`src/rtl/adc_spi_reader_if.sv`:
```
// adc_spi_reader_if
// Bundles the ADC pins and the sample output bus of adc_spi_reader.
//   o_adc_cnv   : conversion start to the ADC, active high
//   o_adc_sck   : serial clock to the ADC, idles low
//   i_adc_sdo   : serial data from the ADC, MSB first
//   o_adc_data  : last captured sample, 24-bit two's complement
//   o_adc_valid : one-clock strobe, o_adc_data updated
// Modports: master = the reader, slave = ADC + downstream consumer.
`timescale 1ns/1ps
interface adc_spi_reader_if;
    logic        o_adc_cnv;
    logic        o_adc_sck;
    logic        i_adc_sdo;
    logic [23:0] o_adc_data;
    logic        o_adc_valid;

    modport master (
        output o_adc_cnv, o_adc_sck, o_adc_data, o_adc_valid,
        input  i_adc_sdo
    );

    modport slave (
        input  o_adc_cnv, o_adc_sck, o_adc_data, o_adc_valid,
        output i_adc_sdo
    );
endinterface

```
`src/rtl/adc_spi_reader.sv`:
```
// adc_spi_reader
// Periodically starts a conversion on a 24-bit serial SAR ADC, clocks the
// result out MSB first and presents it as a 24-bit two's-complement sample
// with a one-clock valid strobe.
// Ports:
//   i_clk        : system clock
//   i_rst        : asynchronous active-low reset
//   i_en         : enable periodic sampling
//   i_test_mode  : (ADC_TEST_PATTERN_EN only) load samples from a counter
//   adc          : adc_spi_reader_if.master (cnv, sck, sdo, data, valid)
//   o_busy       : high whenever the FSM is not IDLE
//   o_skip       : one-clock pulse when a trigger arrives while busy
// Optional feature: define ADC_TEST_PATTERN_EN to add i_test_mode and an
// incrementing test-pattern source for o_adc_data.
//
// state | meaning
// IDLE  | waiting for a period trigger
// CONV  | CNV high for CONV_CYCLES cycles
// ACQ   | 24 SCK periods, SDO captured at the end of each low phase
// DONE  | one cycle, sample presented with valid
`timescale 1ns/1ps
module adc_spi_reader #(
    parameter int CLK_DIV       = 2,
    parameter int CONV_CYCLES   = 100,
    parameter int SAMPLE_PERIOD = 1000
) (
    input  logic i_clk,
    input  logic i_rst,
    input  logic i_en,
`ifdef ADC_TEST_PATTERN_EN
    input  logic i_test_mode,
`endif
    adc_spi_reader_if.master adc,
    output logic o_busy,
    output logic o_skip
);
    localparam logic [1:0] ST_IDLE = 2'd0;
    localparam logic [1:0] ST_CONV = 2'd1;
    localparam logic [1:0] ST_ACQ  = 2'd2;
    localparam logic [1:0] ST_DONE = 2'd3;

    localparam int PW = (SAMPLE_PERIOD > 1) ? $clog2(SAMPLE_PERIOD) : 1;
    localparam int TMAX = (CONV_CYCLES > CLK_DIV) ? CONV_CYCLES : CLK_DIV;
    localparam int TW = $clog2(TMAX + 1);

    logic [1:0]    state_q, state_d;
    logic [PW-1:0] period_q, period_d;
    logic [TW-1:0] timer_q, timer_d;
    logic [4:0]    bit_q, bit_d;
    logic [23:0]   shift_q, shift_d;
    logic [23:0]   data_q, data_d;
    logic          cnv_q, cnv_d;
    logic          sck_q, sck_d;
    logic          valid_q, valid_d;
    logic          busy_q, busy_d;
    logic          skip_q, skip_d;
    logic          trigger;
`ifdef ADC_TEST_PATTERN_EN
    logic [23:0]   pat_q, pat_d;
`endif

    always_comb begin
        trigger  = i_en && (period_q == '0);
        period_d = '0;
        if (i_en && (period_q != PW'(SAMPLE_PERIOD - 1))) begin
            period_d = period_q + 1'b1;
        end

        state_d = state_q;
        timer_d = timer_q;
        bit_d   = bit_q;
        shift_d = shift_q;
        data_d  = data_q;
        cnv_d   = cnv_q;
        sck_d   = sck_q;
        valid_d = 1'b0;
        skip_d  = trigger && (state_q != ST_IDLE);
`ifdef ADC_TEST_PATTERN_EN
        pat_d   = pat_q;
`endif

        case (state_q)
            ST_IDLE: begin
                if (trigger) begin
                    state_d = ST_CONV;
                    cnv_d   = 1'b1;
                    timer_d = TW'(CONV_CYCLES - 1);
                end
            end
            ST_CONV: begin
                if (timer_q == '0) begin
                    state_d = ST_ACQ;
                    cnv_d   = 1'b0;
                    timer_d = TW'(CLK_DIV - 1);
                    bit_d   = '0;
                end else begin
                    timer_d = timer_q - 1'b1;
                end
            end
            ST_ACQ: begin
                if (timer_q != '0) begin
                    timer_d = timer_q - 1'b1;
                end else begin
                    timer_d = TW'(CLK_DIV - 1);
                    if (!sck_q) begin
                        // end of low phase: capture the bit as SCK goes high
                        sck_d   = 1'b1;
                        shift_d = {shift_q[22:0], adc.i_adc_sdo};
                    end else begin
                        sck_d = 1'b0;
                        if (bit_q == 5'd23) begin
                            // valid is registered, so it is seen during DONE
                            state_d = ST_DONE;
                            valid_d = 1'b1;
`ifdef ADC_TEST_PATTERN_EN
                            if (i_test_mode) begin
                                data_d = pat_q;
                                pat_d  = pat_q + 1'b1;
                            end else begin
                                data_d = shift_q;
                            end
`else
                            data_d = shift_q;
`endif
                        end else begin
                            bit_d = bit_q + 1'b1;
                        end
                    end
                end
            end
            default: begin
                state_d = ST_IDLE;
            end
        endcase

        busy_d = (state_d != ST_IDLE);
    end

    always_ff @(posedge i_clk or negedge i_rst) begin
        if (!i_rst) begin
            state_q  <= ST_IDLE;
            period_q <= '0;
            timer_q  <= '0;
            bit_q    <= '0;
            shift_q  <= '0;
            data_q   <= '0;
            cnv_q    <= 1'b0;
            sck_q    <= 1'b0;
            valid_q  <= 1'b0;
            busy_q   <= 1'b0;
            skip_q   <= 1'b0;
`ifdef ADC_TEST_PATTERN_EN
            pat_q    <= '0;
`endif
        end else begin
            state_q  <= state_d;
            period_q <= period_d;
            timer_q  <= timer_d;
            bit_q    <= bit_d;
            shift_q  <= shift_d;
            data_q   <= data_d;
            cnv_q    <= cnv_d;
            sck_q    <= sck_d;
            valid_q  <= valid_d;
            busy_q   <= busy_d;
            skip_q   <= skip_d;
`ifdef ADC_TEST_PATTERN_EN
            pat_q    <= pat_d;
`endif
        end
    end

    assign adc.o_adc_cnv   = cnv_q;
    assign adc.o_adc_sck   = sck_q;
    assign adc.o_adc_data  = data_q;
    assign adc.o_adc_valid = valid_q;
    assign o_busy          = busy_q;
    assign o_skip          = skip_q;
endmodule
```
`src/flat_wrapper.sv`:
```
// flat-port wrapper written by rule: the top's interface ports become plain ports
module adc_spi_reader_flat 
#(
    parameter int CLK_DIV       = 2,
    parameter int CONV_CYCLES   = 100,
    parameter int SAMPLE_PERIOD = 1000
)
  (i_clk, i_rst, i_en, o_busy, o_skip, adc_o_adc_cnv, adc_o_adc_sck, adc_o_adc_data, adc_o_adc_valid, adc_i_adc_sdo);
  adc_spi_reader_if adc_i ();
  input  logic i_clk;
  input  logic i_rst;
  input  logic i_en;
  output logic o_busy;
  output logic o_skip;
  output wire logic [$bits(adc_i.o_adc_cnv)-1:0] adc_o_adc_cnv;
  output wire logic [$bits(adc_i.o_adc_sck)-1:0] adc_o_adc_sck;
  output wire logic [$bits(adc_i.o_adc_data)-1:0] adc_o_adc_data;
  output wire logic [$bits(adc_i.o_adc_valid)-1:0] adc_o_adc_valid;
  input wire logic [$bits(adc_i.i_adc_sdo)-1:0] adc_i_adc_sdo;
  assign adc_o_adc_cnv = adc_i.o_adc_cnv;
  assign adc_o_adc_sck = adc_i.o_adc_sck;
  assign adc_o_adc_data = adc_i.o_adc_data;
  assign adc_o_adc_valid = adc_i.o_adc_valid;
  assign adc_i.i_adc_sdo = adc_i_adc_sdo;
  adc_spi_reader #(.CLK_DIV(CLK_DIV), .CONV_CYCLES(CONV_CYCLES), .SAMPLE_PERIOD(SAMPLE_PERIOD)) u_core (.i_clk(i_clk), .i_rst(i_rst), .i_en(i_en), .adc(adc_i), .o_busy(o_busy), .o_skip(o_skip));
endmodule
```
`config.mk`:
```
export PLATFORM = sky130hd
export DESIGN_NAME = adc_spi_reader_flat
export DESIGN_NICKNAME = d
export VERILOG_FILES = /design/src/rtl/adc_spi_reader_if.sv /design/src/rtl/adc_spi_reader.sv /design/src/flat_wrapper.sv
export SDC_FILE = /design/constraint.sdc
export NUM_CORES = 1
export LEC_CHECK = 0
export CAP_MARGIN = 20
export CORE_MARGIN = 2
export CORE_UTILIZATION = 61
export CTS_CLUSTER_DIAMETER = 150
export CTS_CLUSTER_SIZE = 25
export DETAILED_ROUTE_END_ITERATION = 16
export PLACE_DENSITY = 0.84
export SETUP_SLACK_MARGIN = 0.15
export SYNTH_ARGS = -nofsm -noshare
export SYNTH_HDL_FRONTEND = slang
export SYNTH_SLANG_ARGS = --single-unit
```
`constraint.sdc`:
```
create_clock -name i_clk -period 3.35 [get_ports i_clk]
set_clock_uncertainty 0.2 [all_clocks]
set_input_delay 0.335 -clock i_clk [delete_from_list [all_inputs] [get_ports i_clk]]
set_output_delay 0.335 -clock i_clk [all_outputs]
set_load 0.05 [all_outputs]
```
After elaboration in Yosys (flattened, before gate mapping)
Index checks and enable logic that the tools add are counted.
{ "totals": {"ff_bits": 77, "latch_bits": 0, "ram_bits": 0, "mem_bits_ro": 0, "in_bits": 4, "output_inout_bits": 29, "elab_cells": 67, "n_memories": 0} }
{ "classes": {"addsub": 3, "multipliers": 0, "div": 0, "magnitude_cmp": 0, "eq_ne": 9, "shifts": 0, "muxes": 24, "n_bitwise": 2, "reduce_logical": 18} }
{ "ops": {"columns": ["cell", "n"], "rows": [
  ["2-to-1 mux 7 bit", 3],
  ["one-hot mux 7 bit (3 select lines)", 1],
  ["2-to-1 mux 5 bit", 4],
  ["adder 10 x 1 -> 10 bit (second input constant)", 1],
  ["zero test 10 bit", 1],
  ["2-to-1 mux 10 bit", 1],
  ["2-to-1 mux 2 bit", 5],
  ["!= test 10 bit (second input constant)", 1],
  ["one-hot mux 5 bit (2 select lines)", 1],
  ["nonzero test 2 bit", 4],
  ["zero test 7 bit", 1],
  ["2-to-1 mux 1 bit", 7],
  ["nonzero test 7 bit", 1],
  ["subtractor 7 x 1 -> 7 bit (second input constant)", 1],
  ["!= test 2 x 1 -> 1 bit (second input constant)", 3],
  ["one-hot mux 2 bit (3 select lines)", 1],
  ["AND reduction 3 bit", 2],
  ["adder 5 x 1 -> 5 bit (second input constant)", 1],
  ["== test 5 bit (second input constant)", 1],
  ["AND reduction 5 bit", 1],
  ["!= test 2 bit (second input constant)", 2],
  ["AND reduction 2 bit", 2],
  ["AND reduction 4 bit", 1],
  ["logical AND 1 bit", 3],
  ["other kinds (6)", 7]
]} }

Longest topological paths before layout
Gate-level depths: netlist of run 1.
{ "logic_depth": {"ltp_word": 6, "depth_mapped": 7, "depth_no_buf": 6} }

Worst setup path after synthesis of run 1
Ideal clock, no wire load.
{ "synth_path": {"kind": "flip-flop to flip-flop", "from": "register u_core.timer_q[0]", "to": "register u_core.data_q[10], in the netlist u_core.adc.o_adc_data[10]", "setup_time_ns": 0.125, "arrival_time_ns": 1.867, "required_ns": 3.025, "setup_slack_ns": 1.159, "stages_incl_launch_ff": 8, "path_buffers": 1, "path_cell_list": "dfrtp_1 > inv_1 > ha_1 > nor3b_4 > nand3_2 > nor3_4 > buf_6 > mux2_2"} }
{ "synth_between": {"elab_chain_cells": 3} }
{ "synth_rtl": {"columns": ["element", "line_no", "text"], "rows": [
  ["start, declared", "adc_spi_reader.sv:48", "logic [TW-1:0] timer_q, timer_d;"],
  ["start signal, assigned", "adc_spi_reader.sv:158", "timer_q <= timer_d;"],
  ["nonzero test 7 bit", "adc_spi_reader.sv:101", "if (timer_q != '0) begin"],
  ["NOT 1 bit (no source line)", null, null],
  ["AND reduction 4 bit (no source line)", null, null],
  ["end signal, assigned", "adc_spi_reader.sv:161", "data_q <= data_d;"],
  ["end, declared", "adc_spi_reader.sv:51", "logic [23:0] data_q, data_d;"]
]} }
No other way between the ends.
A chain may end at the register's enable or synchronous reset.

Final worst setup path of run 1
{ "layout_path": {"from": "register u_core.timer_q[0]", "to": "register u_core.shift_q[16]"} }
{ "layout_between": {"elab_chain_cells": 3} }
{ "layout_rtl": {"columns": ["element", "line_no", "text"], "rows": [
  ["nonzero test 7 bit", "adc_spi_reader.sv:101", null],
  ["NOT 1 bit (no source line)", null, null],
  ["AND reduction 3 bit (no source line)", null, null],
  ["end signal, assigned", "adc_spi_reader.sv:160", "shift_q <= shift_d;"],
  ["end, declared", "adc_spi_reader.sv:50", "logic [23:0] shift_q, shift_d;"]
]} }
No other way between the ends.

==> flow_summary.toml, run 1 <==
[floorplan]
die-area_um2 = 6553
core_um2 = 5816
die_x_um = 80.95
num_rows = 28
die_h_um = 80.95
initial_core_util_pct = 62.11
io_pins = 33

[drt]
vias_per_cell = 5.750
routed_wl_mm = 6.430
route.vias.total = 2300
firstDrtPassIters = 4
ant_nets = 0
drt_iter0_drc = 159
drc = 0
wire_per_inst_um = 16.08

[clock_tree]
h-tree-depth = 3
clk_pin_slew_ns = 0.07
cts_tree = "built"
numCtsBuffers = 9
root_buffer = "clkbuf_8"
ctsLongestPathBuffers = 2
post_cts_buffers = 0
cts_sinks = 77
worstSkewPairLatency_ns = 0.36

[timing]
period_share_pct = 74.77
period_needed_ns = 2.505
rsz0062_at_grt = "no"
slew_headroom_pct = 38.36
max_freq_mhz = 399.2
finalHoldViolCount = 0
hold_ws_ns = 0.2836
tightestPinTransition_ns = 0.9246
setup_viol = 0
setup_tns_ns = 0
setup_slack_ns = 0.8452
maxSlewViolCount = 0

[setup_path]
cp_slowest_cell = "mux2_4"
max_stage_delay_ns = 0.44
crit_chain = "inv_1 -> ha_1 -> or3b_4 -> nor2_8 -> nand3_4 -> mux2_4"
cp_data_arrival_time_ns = 2.54
critPathCaptureType = "flip-flop"
critPathKind = "reg2reg"
cp-start-kind = "flip-flop"
cp.required_ns = 3.39
critical_path.max_fanout = 25

[power]
comb_power_share_pct = 31.2
intPower_mw = 1.674
swShare_pct = 36.70
clock_power_share_pct = 26.0
p_sw_uw = 970.7
cellLeakagePower_nw = 1.971
powerDensity_nw_per_um2 = 634.5
ir_worst_vdd_mv = 0.4321
power_frac_seq_pct = 42.8
finalPower_mw = 2.645

[run_status]
outcome = "finished, final reports clean"

[logic_synthesis]
synth_edf_count = 0
synth.avg_cell_area_um2 = 12.72
yosys-top-cells-area = "dfrtp_1 53%, mux2_2 8.4%, mux2_4 7.9%, ha_1 3.5%, nor2_1 1.9%"
synth.largest_area_cell = "dfrtp_1"
yosysWarnings = 0
synth.most_common_cell = "dfrtp_1"
synth-seq-cells = 77
netlist_top_cells_count = "77 x dfrtp_1, 27 x mux2_2, 19 x mux2_4"
yosysUniqueCellTypes = 51
synth_top_area_share_pct = 53.34
synth_cells = 284
syn-cell-area_um2 = 3612
ys_seq_area_share_pct = 53.34
synth_flop_cell = "dfrtp_1"
async_flop_share_pct = 100.0
syn-num-nets = 298

[grt]
gr-usage-all-layers_pct = 21.44
grt_start_max_net_pins = 78
grt.overflow.total = 0
antenna_found_initial = 0
grt_pass1_wl_mm = 10.58
grt_pass1_vias = 2170

[hold_path]
hp-class = "reg2reg"

[job]
drv_cap = 0

[finish]
drive_gt1_share_pct = 22.46
num_antenna_cells = 0
nets = 335
syn2layout_area_growth_pct = 15.41

[place]
post-place-ws_ns = 0.8707
portBuffers = 32
routabilityCongestion = 0.8391
dp.final_hpwl_mm = 4.090
==> cell families after synthesis <==
logic type | Yosys count | share of synthesized area (%)
adder cells (fa/ha/maj) | 10 | 3.464
buffers and inverters | 18 | 2.736
AND/OR/NAND/NOR | 76 | 12.54
flip-flops | 77 | 53.34
XOR/XNOR | 8 | 1.940
multiplexers | 48 | 16.94
AO/OA/AOI/OAI | 47 | 9.041
==> cells in the final DEF, fill, tap and decap left out, types with 2 or more instances in the layout <==
| cell type | count |
|---|---|
| dfrtp_1 | 77 |
| clkdlybuf4s50_1 | 31 |
| mux2_2 | 27 |
| mux2_4 | 19 |
| nor2_1 | 18 |
| nand2_1 | 14 |
| a21oi_1 | 11 |
| inv_1 | 10 |
| ha_1 | 10 |
| clkbuf_8 | 9 |
| nand3_1 | 8 |
| o2bb2ai_1 | 6 |
| nor3_1 | 5 |
| xnor2_1 | 5 |
| o21ai_0 | 5 |
| o31ai_1 | 5 |
| nand4_1 | 4 |
| a31oi_1 | 4 |
| nor2b_1 | 4 |
| a311oi_1 | 3 |
| and2_1 | 3 |
| xor2_1 | 3 |
| o21a_1 | 2 |
| and3_1 | 2 |
| mux2_1 | 2 |
| or4_1 | 2 |
| nand2b_1 | 2 |
| o311ai_0 | 2 |
| or3_1 | 2 |
| a22o_1 | 2 |
| clkinv_4 | 2 |
| clkinv_2 | 2 |
| buf_4 | 2 |
==> flip-flops by register name, indices dropped and copies added (netlist names) <==
| signal | flops |
|---|---|
| u_core.state_q | 2 |
| u_core.adc.o_adc_data | 24 |
| u_core.adc.o_adc_cnv | 1 |
| u_core.o_busy | 1 |
| u_core.adc.o_adc_sck | 1 |
| u_core.period_q | 10 |
| u_core.shift_q | 24 |
| u_core.adc.o_adc_valid | 1 |
| u_core.o_skip | 1 |
| u_core.bit_q | 5 |
| u_core.timer_q | 7 |
==> critical path: cells and delay by family (launching register included) <==
| kind | cells | cell delay (ns) |
|---|---|---|
| muxes | 1 | 0.44 |
| DFF | 1 | 0.41 |
| adders and majority gates | 1 | 0.21 |
| buffers and inverters | 1 | 0.11 |
| and+or+nand+nor | 3 | 1.00 |
==> repair_timing <==
item	CTS	global route
hold endpoints to repair	77	0
gates resized for setup	0	0
hold buffers	1	0
==> stage by stage <==
| step | instance area (µm²) | util, % | instances |
|---|---|---|---|
| floorplan | 3612 | - | 284 |
| global placement | 3970 | 68.27 | 384 |
| detailed placement | 3970 | 68.27 | 384 |
| CTS | 4169 | 71.69 | 400 |
| global route | 4169 | 71.69 | 400 |
| finish | 4169 | 71.69 | 400 |
==> layout make-up <==
type / instances / area (µm²)
inverter: 10 / 37.54
clock inverter: 6 / 65.06
sequential: 77 / 1927
tap: 75 / 93.84
clock buffer: 9 / 123.9
timing repair buffer: 34 / 335.3
fill: 421 / 1647
multi-input combinational: 189 / 1587
==> path summary, 6_finish.rpt <==
kind                            cells past startpoint  slack, ns                               endpoint                     startpoint
worst min register to register                      1       0.28           u_core.period_q[0]$_DFF_PN0_   u_core.period_q[0]$_DFF_PN0_
worst max-delay path                                6       0.85         u_core.shift_q[16]$_DFFE_PN0P_  u_core.timer_q[0]$_DFFE_PN0P_
worst max register to register                      6       0.85         u_core.shift_q[16]$_DFFE_PN0P_  u_core.timer_q[0]$_DFFE_PN0P_
max in group asynchronous                           2       1.88          u_core.timer_q[4]$_DFFE_PN0P_                          i_rst
worst min-delay path                                1       0.28           u_core.period_q[0]$_DFF_PN0_   u_core.period_q[0]$_DFF_PN0_
min in group asynchronous                           2       0.47  u_core.adc.o_adc_data[22]$_DFFE_PN0P_                          i_rst
==> layer usage <==
metal | up-vias | wire, µm | track usage [%]
li1 | 1098 | - | -
met1 | 1138 | 3017 | 30.19
met2 | 55 | 3126 | 32.31
met3 | 9 | 195 | 4.333
met4 | 0 | 91 | 9.661
met5 | - | 0 | 0
==> power by group through the flow <==
| stage | Sequential [mW] | Combinational [mW] | Clock (mW) |
|---|---|---|---|
| 2_1_floorplan | 1.17 | 0.587 | 0 |
| 3_3_place_gp | 1.14 | 0.780 | 0 |
| 3_5_place_dp | 1.15 | 0.812 | 0 |
| 4_1_cts | 1.13 | 0.828 | 0.696 |
| 5_1_grt | 1.15 | 0.914 | 0.738 |
| 6_report | 1.13 | 0.826 | 0.688 |
Power figures use the tool's default switching activity.
==> inputs of run 2 (changes only) <==
- CORE_UTILIZATION: 61 -> 57
- PLACE_DENSITY: 0.84 -> 0.79
- clock period: 3.35 -> 2.5 ns (I/O delays scaled with it)
==> run 2 against run 1 <==
Net effect: utilization fell by 3.7 points; global-route usage shrank 0.92 points; via count increased by 0.83%; sequential cell count unchanged; sequential share of layout area is 0.83 points lower; fmax up 13%; cell count up 2.5%; register-to-register slack lost 0.56 ns; clock power grew 26%; clock-buffer cell count increased by 3; combinational power up 38%; critical path type unchanged.
==> flow_summary.toml, run 2 (synthesis gave the netlist of run 1 again) <==
[finish]
final_common_cell = "dfrtp_1"
nets = 342
final_cell_mix = "77 x dfrtp_1, 31 x clkdlybuf4s50_1, 27 x mux2_2"
num_antenna_cells = 0
drive_gt1_share_pct = 24.02
syn2layout_area_growth_pct = 17.53

[clock_tree]
ctsLongestPathBuffers = 2
post_cts_buffers = 0
post_cts_resized = 0
cts_tree = "built"
cts_sinks = 77
hold_buffers = 1
numCtsBuffers = 9
worstSkewPairLatency_ns = 0.35
root_buffer = "clkbuf_8"
h-tree-depth = 3
clk_pin_slew_ns = 0.08

[setup_path]
cp.required_ns = 2.54
crit_buf_inv = 2
critPathCaptureType = "flip-flop"
critPathKind = "reg2reg"
regToRegStartpoint = "u_core.timer_q[0]$_DFFE_PN0P_"
crit_start = "u_core.timer_q[0]$_DFFE_PN0P_"
cp_top_family = "simple AND/OR/NAND/NOR gates"
crit_chain = "inv_1 -> ha_1 -> or3b_4 -> nor2_8 -> nand3_4 -> buf_12 -> mux2_4"
cp_slowest_cell = "or3b_4"
cp_data_arrival_time_ns = 2.25
max_stage_delay_ns = 0.43
cp-start-kind = "flip-flop"
critical_path.max_fanout = 25

[timing]
period_needed_ns = 2.215
setup_slack_ns = 0.2851
rsz0062_at_grt = "no"
maxSlewViolCount = 0
slew_headroom_pct = 61.67
setup_viol = 0
setup_tns_ns = 0
finalHoldViolCount = 0
tightestPinTransition_ns = 0.5697
max_freq_mhz = 451.5
period_share_pct = 88.59

[floorplan]
num_rows = 29
die-area_um2 = 6990
initial_core_util_pct = 57.88
die_h_um = 83.61
core_um2 = 6241
io_pins = 33
die_x_um = 83.61

[grt]
grt_pass1_vias = 2409
grt_start_max_net_pins = 45
grt.overflow.total = 0
gr-usage-all-layers_pct = 20.52
grt_pass1_wl_mm = 11.39
antenna_found_initial = 0

[drt]
vias_per_cell = 5.656
wl_met3_um = 187
routed.top_layer = "met4"
route.vias.total = 2319
routed_wl_mm = 6.399
ant_nets = 0
firstDrtPassIters = 4
met2_length_mm = 3.023
drt_iter0_drc = 174
wire_per_inst_um = 15.61
wl_met1_mm = 3.046
drc = 0

[place]
portBuffers = 32
routabilityCongestion = 0.8823
post-place-ws_ns = 0.3021
dp.final_hpwl_mm = 4.403

[power]
comb_power_share_pct = 32.3
p_sw_mw = 1.282
cellLeakagePower_nw = 2.012
clock_power_share_pct = 24.7
intPower_mw = 2.244
powerDensity_nw_per_um2 = 830.7
swShare_pct = 36.36
power_frac_seq_pct = 43.1
ir_worst_vdd_mv = 0.6480

[hold_path]
hp-class = "in2async"

[job]
drv_cap = 0

[run_status]
outcome = "finished, final reports clean"
[run 2: layout make-up]
cell class | count | area, µm²
flip-flops and latches | 77 | 1927
multi-input cells | 189 | 1587
clock inverters | 4 | 30.03
inverters | 10 | 37.54
clock buffers | 12 | 155.1
well taps | 77 | 96.34
repair buffers | 41 | 412.9
fillers | 459 | 1996
[run 2: path summary, 6_finish.rpt]
kind / cells after the start / endpoint / slack (ns)
hold / removal: 2 / u_core.adc.o_adc_valid$_DFF_PN0_ / 0.22
setup reg to reg: 7 / u_core.shift_q[9]$_DFFE_PN0P_ / 0.29
max in group asynchronous: 3 / u_core.adc.o_adc_sck$_DFFE_PN0P_ / 1.23
hold reg to reg: 1 / u_core.period_q[0]$_DFF_PN0_ / 0.29
min in group i_clk: 1 / u_core.period_q[0]$_DFF_PN0_ / 0.29
setup / recovery: 7 / u_core.shift_q[9]$_DFFE_PN0P_ / 0.29
[run 2: metrics by stage]
stage / power (mW) / hold slack, ns / utilization, % / instances / area, µm²
6_report: 3.527 / 0.2174 / 68.02 / 410 / 4245
5_1_grt: 3.762 / 0.2734 / 68.02 / 410 / 4245
4_1_cts: 3.550 / 0.2237 / 68.02 / 410 / 4245
3_5_place_dp: 2.672 / 0.06860 / 64.90 / 393 / 4050
3_3_place_gp: 2.621 / 0.06097 / 64.90 / 393 / 4050
2_1_floorplan: 2.360 / -0.2456 / - / 284 / 3612
[run 2: metal layers]
layer	global-route usage [%]	vias to the layer above
li1	-	1116
met1	28.92	1145
met2	31.13	46
met3	3.363	12
met4	10.26	0
met5	0	-
[run 2: power by group through the flow]
stage	registers [mW]	logic, mW	clock network [mW]
floorplan	1.57	0.787	0
CTS	1.51	1.14	0.897
global placement	1.53	1.09	0
detailed placement	1.54	1.14	0
finish	1.52	1.14	0.870
global route	1.54	1.27	0.952
==> inputs of run 3 (changes only) <==
- SKIP_CTS_REPAIR_TIMING: default -> 1
==> run 3 against run 2 <==
Net effect: global-route usage hardly changed; critical endpoint unchanged; wire length barely moved; largest power group unchanged; largest cell class unchanged; clock power hardly changed.
==> flow_summary.toml, run 3 (synthesis gave the netlist of run 1 again) <==
[finish]
num_antenna_cells = 0
final_common_cell = "dfrtp_1"
final_cells = 410
syn2layout_area_growth_pct = 17.53
drive_gt1_share_pct = 24.02
final_cell_mix = "77 x dfrtp_1, 31 x clkdlybuf4s50_1, 27 x mux2_2"
nets = 342
final_area_um2 = 4245

[floorplan]
core_um2 = 6241
io_pins = 33
die_h_um = 83.61
die-area_um2 = 6990
die_x_um = 83.61
num_rows = 29
initial_core_util_pct = 57.88

[hold_path]
hp-class = "in2async"

[timing]
hold_ws_ns = 0.2184
tightestPinTransition_ns = 0.5697
max_freq_mhz = 451.5
slew_headroom_pct = 61.67
period_needed_ns = 2.215
rsz0062_at_grt = "no"
setup_tns_ns = 0
setup_viol = 0
period_share_pct = 88.60
finalHoldViolCount = 0
maxSlewViolCount = 0

[drt]
vias_per_cell = 5.656
wire_per_inst_um = 15.61
wl_met3_um = 187
met2_length_mm = 3.023
ant_nets = 0
drt_iter0_drc = 174
routed.top_layer = "met4"
firstDrtPassIters = 4
drc = 0
routed_wl_mm = 6.400
wl_met1_mm = 3.047
route.vias.total = 2319

[grt]
grt_pass1_vias = 2406
grt_pass1_wl_mm = 11.37
antenna_found_initial = 0
gr-usage-all-layers_pct = 20.50
grt_start_max_net_pins = 45
grt.overflow.total = 0

[setup_path]
critPathKind = "reg2reg"
cp_slowest_cell = "or3b_4"
crit_chain = "inv_1 -> ha_1 -> or3b_4 -> nor2_8 -> nand3_4 -> buf_12 -> mux2_4"
max_stage_delay_ns = 0.43
cp-start-kind = "flip-flop"
critical_path.max_fanout = 25
critPathCaptureType = "flip-flop"
cp_data_arrival_time_ns = 2.25
cp.required_ns = 2.54

[clock_tree]
cts_tree = "built"
numCtsBuffers = 9
h-tree-depth = 3
worstSkewPairLatency_ns = 0.35
root_buffer = "clkbuf_8"
ctsLongestPathBuffers = 2
clk_pin_slew_ns = 0.08
cts_sinks = 77

[run_status]
outcome = "finished, final reports clean"

[place]
placed_cells = 393
dp.final_hpwl_mm = 4.403
routabilityCongestion = 0.8823
place_area_um2 = 4050
portBuffers = 32

[job]
drv_cap = 0

[power]
cellLeakagePower_nw = 2.012
finalPower_mw = 3.527
powerDensity_nw_per_um2 = 830.7
ir_worst_vdd_mv = 0.6480
## run 3: final cells by class
type	count	area (µm²)
Multi-Input combinational cell	189	1587
Clock inverter	4	30.03
Inverter	10	37.54
Timing Repair Buffer	41	412.9
Sequential cell	77	1927
Fill cell	459	1996
Clock buffer	12	155.1
Tap cell	77	96.34
## run 3: worst paths after layout
check	end	slack (ns)	depth (start not counted)	startpoint
worst min register to register	u_core.period_q[0]$_DFF_PN0_	0.29	1	u_core.period_q[0]$_DFF_PN0_
worst min-delay path	u_core.adc.o_adc_valid$_DFF_PN0_	0.22	2	i_rst
min in group i_clk	u_core.period_q[0]$_DFF_PN0_	0.29	1	u_core.period_q[0]$_DFF_PN0_
worst max-delay path	u_core.shift_q[9]$_DFFE_PN0P_	0.29	7	u_core.timer_q[0]$_DFFE_PN0P_
max in group asynchronous	u_core.adc.o_adc_sck$_DFFE_PN0P_	1.23	3	i_rst
worst max register to register	u_core.shift_q[9]$_DFFE_PN0P_	0.29	7	u_core.timer_q[0]$_DFFE_PN0P_
## run 3: worst max-delay path, delay by kind of cell (launching register included)
kind	cells	cell delay, ns
and+or+nand+nor	3	0.70
DFF	1	0.40
muxes	1	0.31
buffers and inverters	2	0.28
adders and majority gates	1	0.21
## run 3: metal layers
| metal | vias to the layer above | global-route usage [%] |
|---|---|---|
| li1 | 1116 | - |
| met1 | 1145 | 28.85 |
| met2 | 46 | 31.13 |
| met3 | 12 | 3.363 |
| met4 | 0 | 10.26 |
| met5 | - | 0 |
## run 3: where the power goes
part / switching, mW / total, mW / leakage (nW) / internal, mW
Combinational: 0.682 / 1.14 / 0.875 / 0.456
Sequential: 0.148 / 1.52 / 1.04 / 1.37
Clock: 0.452 / 0.870 / 0.0930 / 0.418
Total: 1.28 / 3.53 / 2.01 / 2.24
## run 3: stage by stage
stage / worst slack (ns) / util (%)
6_report: 0.2851 / 68.02
5_1_grt: 0.1521 / 68.02
4_1_cts: 0.2794 / 67.86
3_5_place_dp: 0.3021 / 64.90
3_3_place_gp: 0.3436 / 64.90
2_1_floorplan: 0.3088 / -
